## src/rtl/uart_pkg.sv

```systemverilog
// Shared types and defaults for the UART frame parser.
// Holds the parser state enum, sync byte and timing defaults.
package uart_pkg;

    typedef enum logic [2:0] {
        IDLE,
        LEN,
        PAYLOAD,
        CSUM,
        DONE
    } state_e;

    localparam logic [7:0] SYNC_BYTE_DEF    = 8'hA5;
    localparam int         MAX_LEN_DEF      = 16;
    localparam int         CLKS_PER_BIT     = 87;
    localparam int         TIMEOUT_CLKS_DEF = 20 * CLKS_PER_BIT;

endpackage

```

## src/rtl/uart_frame_parser_if.sv

```systemverilog
// Host/receiver bundle of the frame parser.
// master: receiver+host side; slave: the parser.
interface uart_frame_parser_if #(
    parameter int MAX_LEN = 16
);
    localparam int AW = $clog2(MAX_LEN);

    logic          i_Rx_DV;
    logic [7:0]    i_Rx_Byte;
    logic          i_Ack;
    logic [AW-1:0] i_Rd_Addr;
    logic [7:0]    o_Rd_Data;
    logic          o_Frame_Valid;
    logic [7:0]    o_Frame_Len;
    logic          o_Busy;
    logic          o_Crc_Err;
    logic          o_Len_Err;
    logic          o_Timeout_Err;
    logic          o_Ovf_Err;

    modport master (
        output i_Rx_DV, i_Rx_Byte, i_Ack, i_Rd_Addr,
        input  o_Rd_Data, o_Frame_Valid, o_Frame_Len, o_Busy,
        input  o_Crc_Err, o_Len_Err, o_Timeout_Err, o_Ovf_Err
    );

    modport slave (
        input  i_Rx_DV, i_Rx_Byte, i_Ack, i_Rd_Addr,
        output o_Rd_Data, o_Frame_Valid, o_Frame_Len, o_Busy,
        output o_Crc_Err, o_Len_Err, o_Timeout_Err, o_Ovf_Err
    );

endinterface

```

## src/rtl/uart_frame_buf.sv

```systemverilog
// Payload buffer: DEPTH x 8 simple dual-port RAM.
// Ports: sync write (we_i/waddr_i/wdata_i), registered read (raddr_i -> rdata_o).
module uart_frame_buf #(
    parameter int DEPTH = 16,
    localparam int AW = $clog2(DEPTH)
) (
    input  logic          clk,
    input  logic          rst,
    input  logic          we_i,
    input  logic [AW-1:0] waddr_i,
    input  logic [7:0]    wdata_i,
    input  logic [AW-1:0] raddr_i,
    output logic [7:0]    rdata_o
);

    logic [7:0] mem_q [DEPTH];
    logic [7:0] rdata_q;

    // Storage is never reset; only the read register is.
    always_ff @(posedge clk) begin
        if (we_i) begin
            mem_q[waddr_i] <= wdata_i;
        end
    end

    always_ff @(posedge clk) begin
        if (rst) begin
            rdata_q <= '0;
        end else begin
            rdata_q <= mem_q[raddr_i];
        end
    end

    assign rdata_o = rdata_q;

endmodule

```

## src/rtl/uart_frame_parser.sv

```systemverilog
// Sync-hunting, length-prefixed frame deframer behind a UART receiver.
// Ports: clk, rst (sync, active-high), bus (slave: rx strobe, host ack/read, status).
module uart_frame_parser
    import uart_pkg::*;
#(
    parameter logic [7:0] SYNC_BYTE    = SYNC_BYTE_DEF,
    parameter int         MAX_LEN      = MAX_LEN_DEF,
    parameter int         TIMEOUT_CLKS = TIMEOUT_CLKS_DEF
) (
    input  logic               clk,
    input  logic               rst,
    uart_frame_parser_if.slave bus
);

    localparam int AW = $clog2(MAX_LEN);
    localparam int GW = $clog2(TIMEOUT_CLKS);
    // gap_q counts idle cycles already elapsed; the idle cycle that would
    // bring it to TIMEOUT_CLKS-1 is the expiry cycle.
    localparam logic [GW-1:0] GAP_EXP = GW'(TIMEOUT_CLKS - 2);
    localparam logic [GW-1:0] GAP_MAX = '1;

    state_e        state_q, state_d;
    logic [7:0]    len_q, len_d;
    logic [7:0]    idx_q, idx_d;
    logic [7:0]    sum_q, sum_d;
    logic [GW-1:0] gap_q, gap_d;
    logic [7:0]    flen_q, flen_d;
    logic          valid_q, valid_d;
    logic          crc_q, crc_d;
    logic          lerr_q, lerr_d;
    logic          to_q, to_d;
    logic          ovf_q, ovf_d;
    logic          busy_q;
    logic          we;

    logic       dv;
    logic [7:0] rx;
    logic       timed;
    logic       expire;

    assign dv     = bus.i_Rx_DV;
    assign rx     = bus.i_Rx_Byte;
    assign timed  = (state_q == LEN) || (state_q == PAYLOAD) ||
                    (state_q == CSUM);
    // A byte in the expiry cycle wins over the timeout.
    assign expire = timed && !dv && (gap_q == GAP_EXP);

    always_comb begin
        state_d = state_q;
        len_d   = len_q;
        idx_d   = idx_q;
        sum_d   = sum_q;
        flen_d  = flen_q;
        valid_d = 1'b0;
        crc_d   = 1'b0;
        lerr_d  = 1'b0;
        to_d    = 1'b0;
        ovf_d   = 1'b0;
        we      = 1'b0;

        if (dv || !timed) begin
            gap_d = '0;
        end else if (gap_q != GAP_MAX) begin
            gap_d = gap_q + 1'b1;
        end else begin
            gap_d = gap_q;
        end

        if (expire) begin
            to_d    = 1'b1;
            state_d = IDLE;
        end else begin
            unique case (state_q)
                IDLE: begin
                    if (dv && rx == SYNC_BYTE) begin
                        state_d = LEN;
                    end
                end
                LEN: begin
                    if (dv) begin
                        if (rx == 8'd0 || rx > 8'(MAX_LEN)) begin
                            lerr_d  = 1'b1;
                            state_d = IDLE;
                        end else begin
                            len_d   = rx;
                            sum_d   = rx;
                            idx_d   = '0;
                            state_d = PAYLOAD;
                        end
                    end
                end
                PAYLOAD: begin
                    if (dv) begin
                        we    = 1'b1;
                        sum_d = sum_q + rx;
                        idx_d = idx_q + 8'd1;
                        if (idx_q + 8'd1 == len_q) begin
                            state_d = CSUM;
                        end
                    end
                end
                CSUM: begin
                    if (dv) begin
                        if (rx == sum_q) begin
                            valid_d = 1'b1;
                            flen_d  = len_q;
                            state_d = DONE;
                        end else begin
                            crc_d   = 1'b1;
                            state_d = IDLE;
                        end
                    end
                end
                DONE: begin
                    // Ack releases the frame and the same-cycle byte is
                    // judged as if already in IDLE.
                    if (bus.i_Ack) begin
                        flen_d  = '0;
                        state_d = (dv && rx == SYNC_BYTE) ? LEN : IDLE;
                    end else if (dv) begin
                        ovf_d = 1'b1;
                    end
                end
                default: begin
                    state_d = IDLE;
                end
            endcase
        end
    end

    always_ff @(posedge clk) begin
        if (rst) begin
            state_q <= IDLE;
            len_q   <= '0;
            idx_q   <= '0;
            sum_q   <= '0;
            gap_q   <= '0;
            flen_q  <= '0;
            valid_q <= 1'b0;
            crc_q   <= 1'b0;
            lerr_q  <= 1'b0;
            to_q    <= 1'b0;
            ovf_q   <= 1'b0;
            busy_q  <= 1'b0;
        end else begin
            state_q <= state_d;
            len_q   <= len_d;
            idx_q   <= idx_d;
            sum_q   <= sum_d;
            gap_q   <= gap_d;
            flen_q  <= flen_d;
            valid_q <= valid_d;
            crc_q   <= crc_d;
            lerr_q  <= lerr_d;
            to_q    <= to_d;
            ovf_q   <= ovf_d;
            busy_q  <= (state_d != IDLE);
        end
    end

    uart_frame_buf #(
        .DEPTH(MAX_LEN)
    ) u_buf (
        .clk    (clk),
        .rst    (rst),
        .we_i   (we),
        .waddr_i(idx_q[AW-1:0]),
        .wdata_i(rx),
        .raddr_i(bus.i_Rd_Addr),
        .rdata_o(bus.o_Rd_Data)
    );

    assign bus.o_Frame_Valid = valid_q;
    assign bus.o_Frame_Len   = flen_q;
    assign bus.o_Busy        = busy_q;
    assign bus.o_Crc_Err     = crc_q;
    assign bus.o_Len_Err     = lerr_q;
    assign bus.o_Timeout_Err = to_q;
    assign bus.o_Ovf_Err     = ovf_q;

endmodule

```

## src/flat_wrapper.sv

```systemverilog
// flat-port wrapper written by rule: the top's interface ports become plain ports
module uart_frame_parser_flat import uart_pkg::*;
#(
    parameter logic [7:0] SYNC_BYTE    = SYNC_BYTE_DEF,
    parameter int         MAX_LEN      = MAX_LEN_DEF,
    parameter int         TIMEOUT_CLKS = TIMEOUT_CLKS_DEF
)
  (clk, rst, bus_i_Rx_DV, bus_i_Rx_Byte, bus_i_Ack, bus_i_Rd_Addr, bus_o_Rd_Data, bus_o_Frame_Valid, bus_o_Frame_Len, bus_o_Busy, bus_o_Crc_Err, bus_o_Len_Err, bus_o_Timeout_Err, bus_o_Ovf_Err);
  uart_frame_parser_if #(.MAX_LEN(MAX_LEN)) bus_i ();
  input  logic clk;
  input  logic rst;
  input wire logic [$bits(bus_i.i_Rx_DV)-1:0] bus_i_Rx_DV;
  input wire logic [$bits(bus_i.i_Rx_Byte)-1:0] bus_i_Rx_Byte;
  input wire logic [$bits(bus_i.i_Ack)-1:0] bus_i_Ack;
  input wire logic [$bits(bus_i.i_Rd_Addr)-1:0] bus_i_Rd_Addr;
  output wire logic [$bits(bus_i.o_Rd_Data)-1:0] bus_o_Rd_Data;
  output wire logic [$bits(bus_i.o_Frame_Valid)-1:0] bus_o_Frame_Valid;
  output wire logic [$bits(bus_i.o_Frame_Len)-1:0] bus_o_Frame_Len;
  output wire logic [$bits(bus_i.o_Busy)-1:0] bus_o_Busy;
  output wire logic [$bits(bus_i.o_Crc_Err)-1:0] bus_o_Crc_Err;
  output wire logic [$bits(bus_i.o_Len_Err)-1:0] bus_o_Len_Err;
  output wire logic [$bits(bus_i.o_Timeout_Err)-1:0] bus_o_Timeout_Err;
  output wire logic [$bits(bus_i.o_Ovf_Err)-1:0] bus_o_Ovf_Err;
  assign bus_i.i_Rx_DV = bus_i_Rx_DV;
  assign bus_i.i_Rx_Byte = bus_i_Rx_Byte;
  assign bus_i.i_Ack = bus_i_Ack;
  assign bus_i.i_Rd_Addr = bus_i_Rd_Addr;
  assign bus_o_Rd_Data = bus_i.o_Rd_Data;
  assign bus_o_Frame_Valid = bus_i.o_Frame_Valid;
  assign bus_o_Frame_Len = bus_i.o_Frame_Len;
  assign bus_o_Busy = bus_i.o_Busy;
  assign bus_o_Crc_Err = bus_i.o_Crc_Err;
  assign bus_o_Len_Err = bus_i.o_Len_Err;
  assign bus_o_Timeout_Err = bus_i.o_Timeout_Err;
  assign bus_o_Ovf_Err = bus_i.o_Ovf_Err;
  uart_frame_parser #(.SYNC_BYTE(SYNC_BYTE), .MAX_LEN(MAX_LEN), .TIMEOUT_CLKS(TIMEOUT_CLKS)) u_core (.clk(clk), .rst(rst), .bus(bus_i));
endmodule
```

## config.mk

```make
export PLATFORM = sky130hd
export DESIGN_NAME = uart_frame_parser_flat
export DESIGN_NICKNAME = d
export VERILOG_FILES = /design/src/rtl/uart_pkg.sv /design/src/rtl/uart_frame_parser_if.sv /design/src/rtl/uart_frame_buf.sv /design/src/rtl/uart_frame_parser.sv /design/src/flat_wrapper.sv
export SDC_FILE = /design/constraint.sdc
export NUM_CORES = 1
export LEC_CHECK = 0
export CORE_MARGIN = 2
export CORE_UTILIZATION = 64
export DETAILED_ROUTE_END_ITERATION = 16
export PLACE_DENSITY = 0.82
export SETUP_SLACK_MARGIN = 0.02
export SLEW_MARGIN = 30
export SYNTH_ARGS = -nofsm -noshare
export SYNTH_HDL_FRONTEND = slang
export SYNTH_SLANG_ARGS = --single-unit
```

## constraint.sdc

```tcl
create_clock -name clk -period 5.3 [get_ports clk]
set_clock_uncertainty 0.2 [all_clocks]
set_input_delay 0.53 -clock clk [delete_from_list [all_inputs] [get_ports clk]]
set_output_delay 0.53 -clock clk [all_outputs]
set_load 0.01 [all_outputs]
```

==> flow_metrics.env, run 1 <==
export IMPL_status="completed"
export IMPL_yosys_warnings=0
export IMPL_postRouteAntennaNets=0
export IMPL_firstDrtPassIters=4
export IMPL_antenna_found_initial=0
export IMPL_grt_setup_unrepaired="false"
export IMPL_fmax_mhz=295
export IMPL_drt_wl_total_um=16500
export IMPL_power_density_nw_per_um2=323
export IMPL_cp_cell_sequence="clkdlybuf4s50_1 -> ha_1 -> or4_4 -> nor4_4 -> a31oi_2 -> nand2_1 -> a21oi_1"
export IMPL_grt_pass1_vias=4765
export IMPL_die_h_um=115
export IMPL_portBuffers=37
export IMPL_finalCritPeriodShare=0.639
export IMPL_synth_nets=578
export IMPL_synthCells=548
export IMPL_cts_max_level=4
export IMPL_cts_buffers=17
export IMPL_fin_util=0.743
export IMPL_cts_setup_buffers=0
export IMPL_syn_to_final_growth_pct=13.2
export IMPL_cp_top_family="simple AND/OR/NAND/NOR gates"
export IMPL_ir_worst_vdd_uv=215
export IMPL_period_needed_ps=3380
export IMPL_ys_types=57
export IMPL_wl_per_cell_um=22.1
export IMPL_drc=0
export IMPL_cts_tree="yes"
export IMPL_worst_path_buf_inv=1
export IMPL_final_hold_violation_count=0
export IMPL_cts_sinks=188
export IMPL_drv_slew=0
export IMPL_cp_max_fo=20
export IMPL_holdBufCountCts=0
export IMPL_dr_first_iter_drc_count=493
export IMPL_cp_required_ps=5390
export IMPL_ys_seq_elements=188
export IMPL_gp_congestion=0.865
export IMPL_end_kind="register"
export IMPL_cp_slowest_cell="clkdlybuf4s50_1"
export IMPL_dr_total_vias=4741
export IMPL_post_dp_hpwl_um=10600
export IMPL_clk_path_buf_depth=2
export IMPL_die_area_um2=13200
export IMPL_antenna_cells=0
export IMPL_crit_type="in2reg"
export IMPL_tightest_slew_ps=1040
export IMPL_critical_path_max_stage_delay_ps=950
export IMPL_max_slew_margin_rel=0.306
export IMPL_grt_ovfl_total=0
export IMPL_ys_flop_type="edfxtp_1"
export IMPL_grt_max_degree=48
export IMPL_post_cts_resized=0
export IMPL_grt_util_all_layers=0.270
export IMPL_clock_latency_ps=430
export IMPL_final_setup_tns_ps=0
export IMPL_path_clk_slew_ps=70
export IMPL_num_rows=40
export IMPL_synthesis_area_um2=7890
export IMPL_die_x_um=115
export IMPL_grt_pass1_wl_um=26100
export IMPL_setup_viol=0
export IMPL_arrival_ps=3470
export IMPL_fillCellCount=778
export IMPL_async_flop_share=0
export IMPL_drive_gt1_frac=0.154
export IMPL_nNetsFinal=615
export IMPL_avgSynthCellArea_um2=14.4
export IMPL_root_buffer="clkbuf_16"
export IMPL_critPathLaunchType="input pin"
export IMPL_synth_edff_count=128
export IMPL_maxCapViolations=0
export IMPL_ys_seq_area_frac=0.640
export IMPL_power_leakage_uw=0.00289
export IMPL_vias_per_cell=6.36
export IMPL_hold_path_class="reg2reg"
export IMPL_ios=38
export IMPL_initial_core_util=0.656
export IMPL_core_area_um2=12000
[area by class of cell]
cell class,instances,area [um2],share of cell area
sequential,188,5040,0.565
multi-input combinational,325,2690,0.302
clock buffer,17,425,0.0476
timing repair buffer,44,420,0.0471
tap,147,184,0.0206
clock inverter,15,128,0.0143
inverter,9,33.8,0.00378
[registers in the layout (all words and copies together) (netlist names)]
register and flops:
u_core.state_q 3, u_core.idx_q 8, u_core.gap_q 11, u_core.u_buf.rdata_o 8, u_core.bus.o_Frame_Len 8, u_core.bus.o_Frame_Valid 1, u_core.sum_q 8, u_core.bus.o_Ovf_Err 1
u_core.bus.o_Busy 1, u_core.len_q 8, u_core.bus.o_Len_Err 1, u_core.bus.o_Timeout_Err 1, u_core.bus.o_Crc_Err 1, u_core.u_buf.mem_q 128
[logic make-up (layout without fill, tap and decap cells)]
kind of cell	after synthesis	count (layout)	share of synthesized area
XOR/XNOR	19	19	0.0211
AND/OR/NAND/NOR	171	171	0.113
multiplexers	48	48	0.125
buffers and inverters	35	85	0.0194
AO/OA/AOI/OAI	73	73	0.0587
flip-flops	188	188	0.640
adder cells (fa/ha/maj)	14	14	0.0232
[per-stage QoR]
stage | instances | cell area [um2] | total power [uW] | hold WS, ps | setup slack [ps]
2_1_floorplan | 548 | 7890 | 1670 | 237 | 2800
6_report | 745 | 8930 | 2880 | 255 | 1920
4_1_cts | 745 | 8920 | 2890 | 259 | 1950
3_3_place_gp | 713 | 8370 | 1720 | 239 | 1610
3_5_place_dp | 713 | 8370 | 1720 | 245 | 1530
5_1_grt | 745 | 8930 | 2950 | 273 | 1720
[synthesized netlist by cell type, drive strengths merged, types with 4 or more instances]
cell type	n	area share
edfxtp	128	0.49
o21ai	12	0.0076
nor3	11	0.0070
or4	4	0.0043
or3	5	0.0040
nand4	4	0.0032
clkbuf	13	0.0062
nor2	47	0.022
nand2	33	0.016
nor2b	13	0.010
a31oi	5	0.0048
xnor2	10	0.011
mux4	40	0.11
and2	5	0.0040
dfxtp	60	0.15
and3	6	0.0048
buf	13	0.0089
nand2b	6	0.0048
xor2	9	0.010
inv	9	0.0043
mux2i	7	0.0089
a21oi	30	0.019
nand3	19	0.013
ha	13	0.021
[worst paths after layout]
check	from	endpoint	slack (ps)	cells past startpoint
hold reg to reg	u_core.bus.o_Frame_Len[5]$_SDFFE_PP0P_	u_core.bus.o_Frame_Len[5]$_SDFFE_PP0P_	260	2
hold / removal	u_core.bus.o_Frame_Len[5]$_SDFFE_PP0P_	u_core.bus.o_Frame_Len[5]$_SDFFE_PP0P_	260	2
setup reg to reg	u_core.state_q[1]$_SDFF_PP0_	u_core.u_buf.mem_q[8][4]$_DFFE_PP_	2470	4
setup / recovery	bus_i_Rx_Byte[5]	u_core.bus.o_Frame_Len[2]$_SDFFE_PP0P_	1920	7
[layer usage]
metal,track usage,part of all wire,vias to the layer above
met1,0.350,0.40,2340
met2,0.443,0.51,187
met4,0.126,0.030,0
met5,0,0,-
li1,-,-,2175
met3,0.0543,0.060,39
[cell usage in the layout (no fill, tap or decap), types with 3 or more instances in the layout]
cell             count
edfxtp_1           128
dfxtp_1             60
nor2_1              45
mux4_2              40
clkdlybuf4s50_1     36
nand2_1             33
a21oi_1             30
nand3_1             18
clkbuf_16           17
nor2b_1             13
ha_1                13
o21ai_0             12
nor3_1              11
xnor2_1             10
inv_1                9
xor2_1               9
buf_4                8
mux2i_1              7
nand2b_1             6
and3_1               6
or3_1                5
and2_1               5
a31oi_1              4
nand4_1              4
inv_8                4
inv_6                4
nor4b_1              3
a211oi_1             3
o21bai_1             3
or4_1                3
a311oi_1             3
clkinv_2             3
[power breakdown]
| part | internal, uW | total (uW) | switching, uW |
|---|---|---|---|
| clock network | 617 | 1190 | 576 |
| registers | 1570 | 1570 | 1.20 |
| logic | 57.2 | 121 | 64.2 |
| total | 2240 | 2880 | 642 |
[worst min-delay path, cell delays in order, from the launching register on]
cell	delay, ps
dfxtp_1	310
nand2_1	50
a21oi_1	50
Power figures use the tool's default switching activity.
==> run 2, diff against run 1 <==
--- a/config.mk
+++ b/config.mk
@@ -6,9 +6,9 @@
 export NUM_CORES = 1
 export LEC_CHECK = 0
 export CORE_MARGIN = 2
-export CORE_UTILIZATION = 64
+export CORE_UTILIZATION = 60
 export DETAILED_ROUTE_END_ITERATION = 16
-export PLACE_DENSITY = 0.82
+export PLACE_DENSITY = 0.77
 export SETUP_SLACK_MARGIN = 0.02
 export SLEW_MARGIN = 30
 export SYNTH_ARGS = -nofsm -noshare
==> constraint.sdc (replaced) <==
create_clock -name clk -period 3.3 [get_ports clk]
set_clock_uncertainty 0.2 [all_clocks]
set_input_delay 0.33 -clock clk [delete_from_list [all_inputs] [get_ports clk]]
set_output_delay 0.33 -clock clk [all_outputs]
set_load 0.01 [all_outputs]
==> flow_metrics.env, run 2 (same netlist as run 1, synthesis figures left out) <==
export IMPL_status="completed"
export IMPL_ff_latch_area_um2=5040
export IMPL_core_area_um2=12700
export IMPL_ios=38
export IMPL_die_area_um2=14100
export IMPL_num_rows=41
export IMPL_gp_congestion=0.858
export IMPL_grt_util_all_layers=0.253
export IMPL_power_total_uw=4700
export IMPL_grt_setup_unrepaired="false"
export IMPL_postRouteAntennaNets=0
export IMPL_die_x_um=119
export IMPL_dr_first_iter_drc_count=504
export IMPL_worst_path_stages=7
export IMPL_power_density_nw_per_um2=513
export IMPL_grt_pass1_wl_um=26300
export IMPL_hold_path_class="reg2reg"
export IMPL_drc=0
export IMPL_whs_path_depth=2
export IMPL_post_cts_resized=0
export IMPL_fillCellCount=885
export IMPL_vias_per_cell=6.16
export IMPL_wl_met1_um=6660
export IMPL_holdBufCountCts=0
export IMPL_cp_slowest_cell="or4_4"
export IMPL_final_setup_tns_ps=0
export IMPL_wl_per_cell_um=21.2
export IMPL_finalCritPeriodShare=0.842
export IMPL_end_kind="register"
export IMPL_final_hold_violation_count=0
export IMPL_ff2ff_path_depth=6
export IMPL_drt_wl_total_um=16800
export IMPL_routed_top_layer="met4"
export IMPL_clock_latency_ps=430
export IMPL_arrival_ps=2870
export IMPL_ir_worst_vdd_uv=320
export IMPL_post_dp_hpwl_um=11100
export IMPL_cp_cell_sequence="clkdlybuf4s50_1 -> ha_1 -> or4_4 -> nor4_4 -> a31oi_2 -> nand2_1 -> a21oi_1"
export IMPL_cp_top_family="simple AND/OR/NAND/NOR gates"
export IMPL_grt_ovfl_total=0
export IMPL_path_clk_slew_ps=70
export IMPL_worst_path_buf_inv=1
export IMPL_grt_max_degree=47
export IMPL_antenna_cells=0
export IMPL_tightest_slew_ps=665
export IMPL_cts_sinks=188
export IMPL_fin_util=0.720
export IMPL_met2_length_um=8670
export IMPL_cp_max_fo=10
export IMPL_dr_total_vias=4888
export IMPL_cp_required_ps=3390
export IMPL_firstDrtPassIters=5
export IMPL_max_slew_margin_rel=0.555
export IMPL_top_register="u_core.u_buf.mem_q"
export IMPL_portBuffers=37
export IMPL_drive_gt1_frac=0.175
export IMPL_dp_cells=762
export IMPL_cts_max_level=4
export IMPL_maxCapViolations=0
export IMPL_layout_commonest_cell="edfxtp_1"
export IMPL_setup_viol=0
export IMPL_period_needed_ps=2780
export IMPL_largest_register_ffs=128
export IMPL_critPathLaunchType="input pin"
export IMPL_power_leakage_uw=0.00301
export IMPL_cts_tree="yes"
export IMPL_grt_pass1_vias=4951
export IMPL_route_met3_wl_um=997
export IMPL_nNetsFinal=639
export IMPL_fmax_mhz=360
export IMPL_most_common_layout_cells="edfxtp_1 (128), dfxtp_1 (60), nor2_1 (47)"
export IMPL_syn_to_final_growth_pct=16.2
export IMPL_critical_path_max_stage_delay_ps=570
export IMPL_initial_core_util=0.620
export IMPL_die_h_um=119
export IMPL_root_buffer="clkbuf_16"
export IMPL_drv_slew=0
export IMPL_reg_largest_list="u_core.u_buf.mem_q x128, u_core.gap_q x11"
export IMPL_cts_buffers=17
export IMPL_crit_type="in2reg"
export IMPL_clk_path_buf_depth=2
export IMPL_cts_setup_buffers=0
export IMPL_multi_input_area_um2=2690
export IMPL_instances_no_fill=794
export IMPL_antenna_found_initial=0
run 2: changes by cell type in the layout (fill, tap and decap cells not counted), moves of 3 or more:
cell	before	now
buf_4	8	30
inv_8	4	0
clkbuf_1	0	4
inv_6	4	1
run 2: metrics by stage:
stage	hold slack (ps)	worst slack, ps	area, um2
final	264	520	9160
after global placement	248	199	8590
after detailed placement	246	112	8590
after floorplan	207	996	7890
after global routing	270	378	9160
after CTS	260	567	9160
run 2: where the power goes:
part / internal, uW / leakage (uW) / switching, uW
Combinational: 102 / 0.00110 / 106
Sequential: 2520 / 0.00164 / 2.17
Clock: 1140 / 0.000268 / 836
Total: 3760 / 0.00301 / 945
run 2: tightest hold or removal path: cells and delay by family, from the launching register on:
family	cells	cell delay (ps)
compound gates	1	50
flops	1	310
simple gates	1	50
run 2: final cells by class:
type,instances,share of cell area
clock buffers,22,0.0496
clock inverters,10,0.0128
inverters,9,0.00369
multi-input cells,325,0.293
flip-flops and latches,188,0.551
well taps,172,0.0235
repair buffers,68,0.0666
run 2: worst paths after layout:
| kind | start | to | slack (ps) |
|---|---|---|---|
| max | bus_i_Rx_Byte[5] | u_core.bus.o_Frame_Len[1]$_SDFFE_PP0P_ | 520 |
| min | u_core.bus.o_Frame_Len[5]$_SDFFE_PP0P_ | u_core.bus.o_Frame_Len[5]$_SDFFE_PP0P_ | 260 |
| max reg2reg | u_core.idx_q[0]$_SDFFE_PP0P_ | u_core.state_q[0]$_SDFF_PP0_ | 760 |
| min reg2reg | u_core.bus.o_Frame_Len[5]$_SDFFE_PP0P_ | u_core.bus.o_Frame_Len[5]$_SDFFE_PP0P_ | 260 |
run 2: routing by layer:
| metal | up-vias | global-route usage |
|---|---|---|
| met2 | 200 | 0.426 |
| met5 | - | 0 |
| met3 | 37 | 0.0613 |
| li1 | 2221 | - |
| met4 | 0 | 0.108 |
| met1 | 2430 | 0.313 |
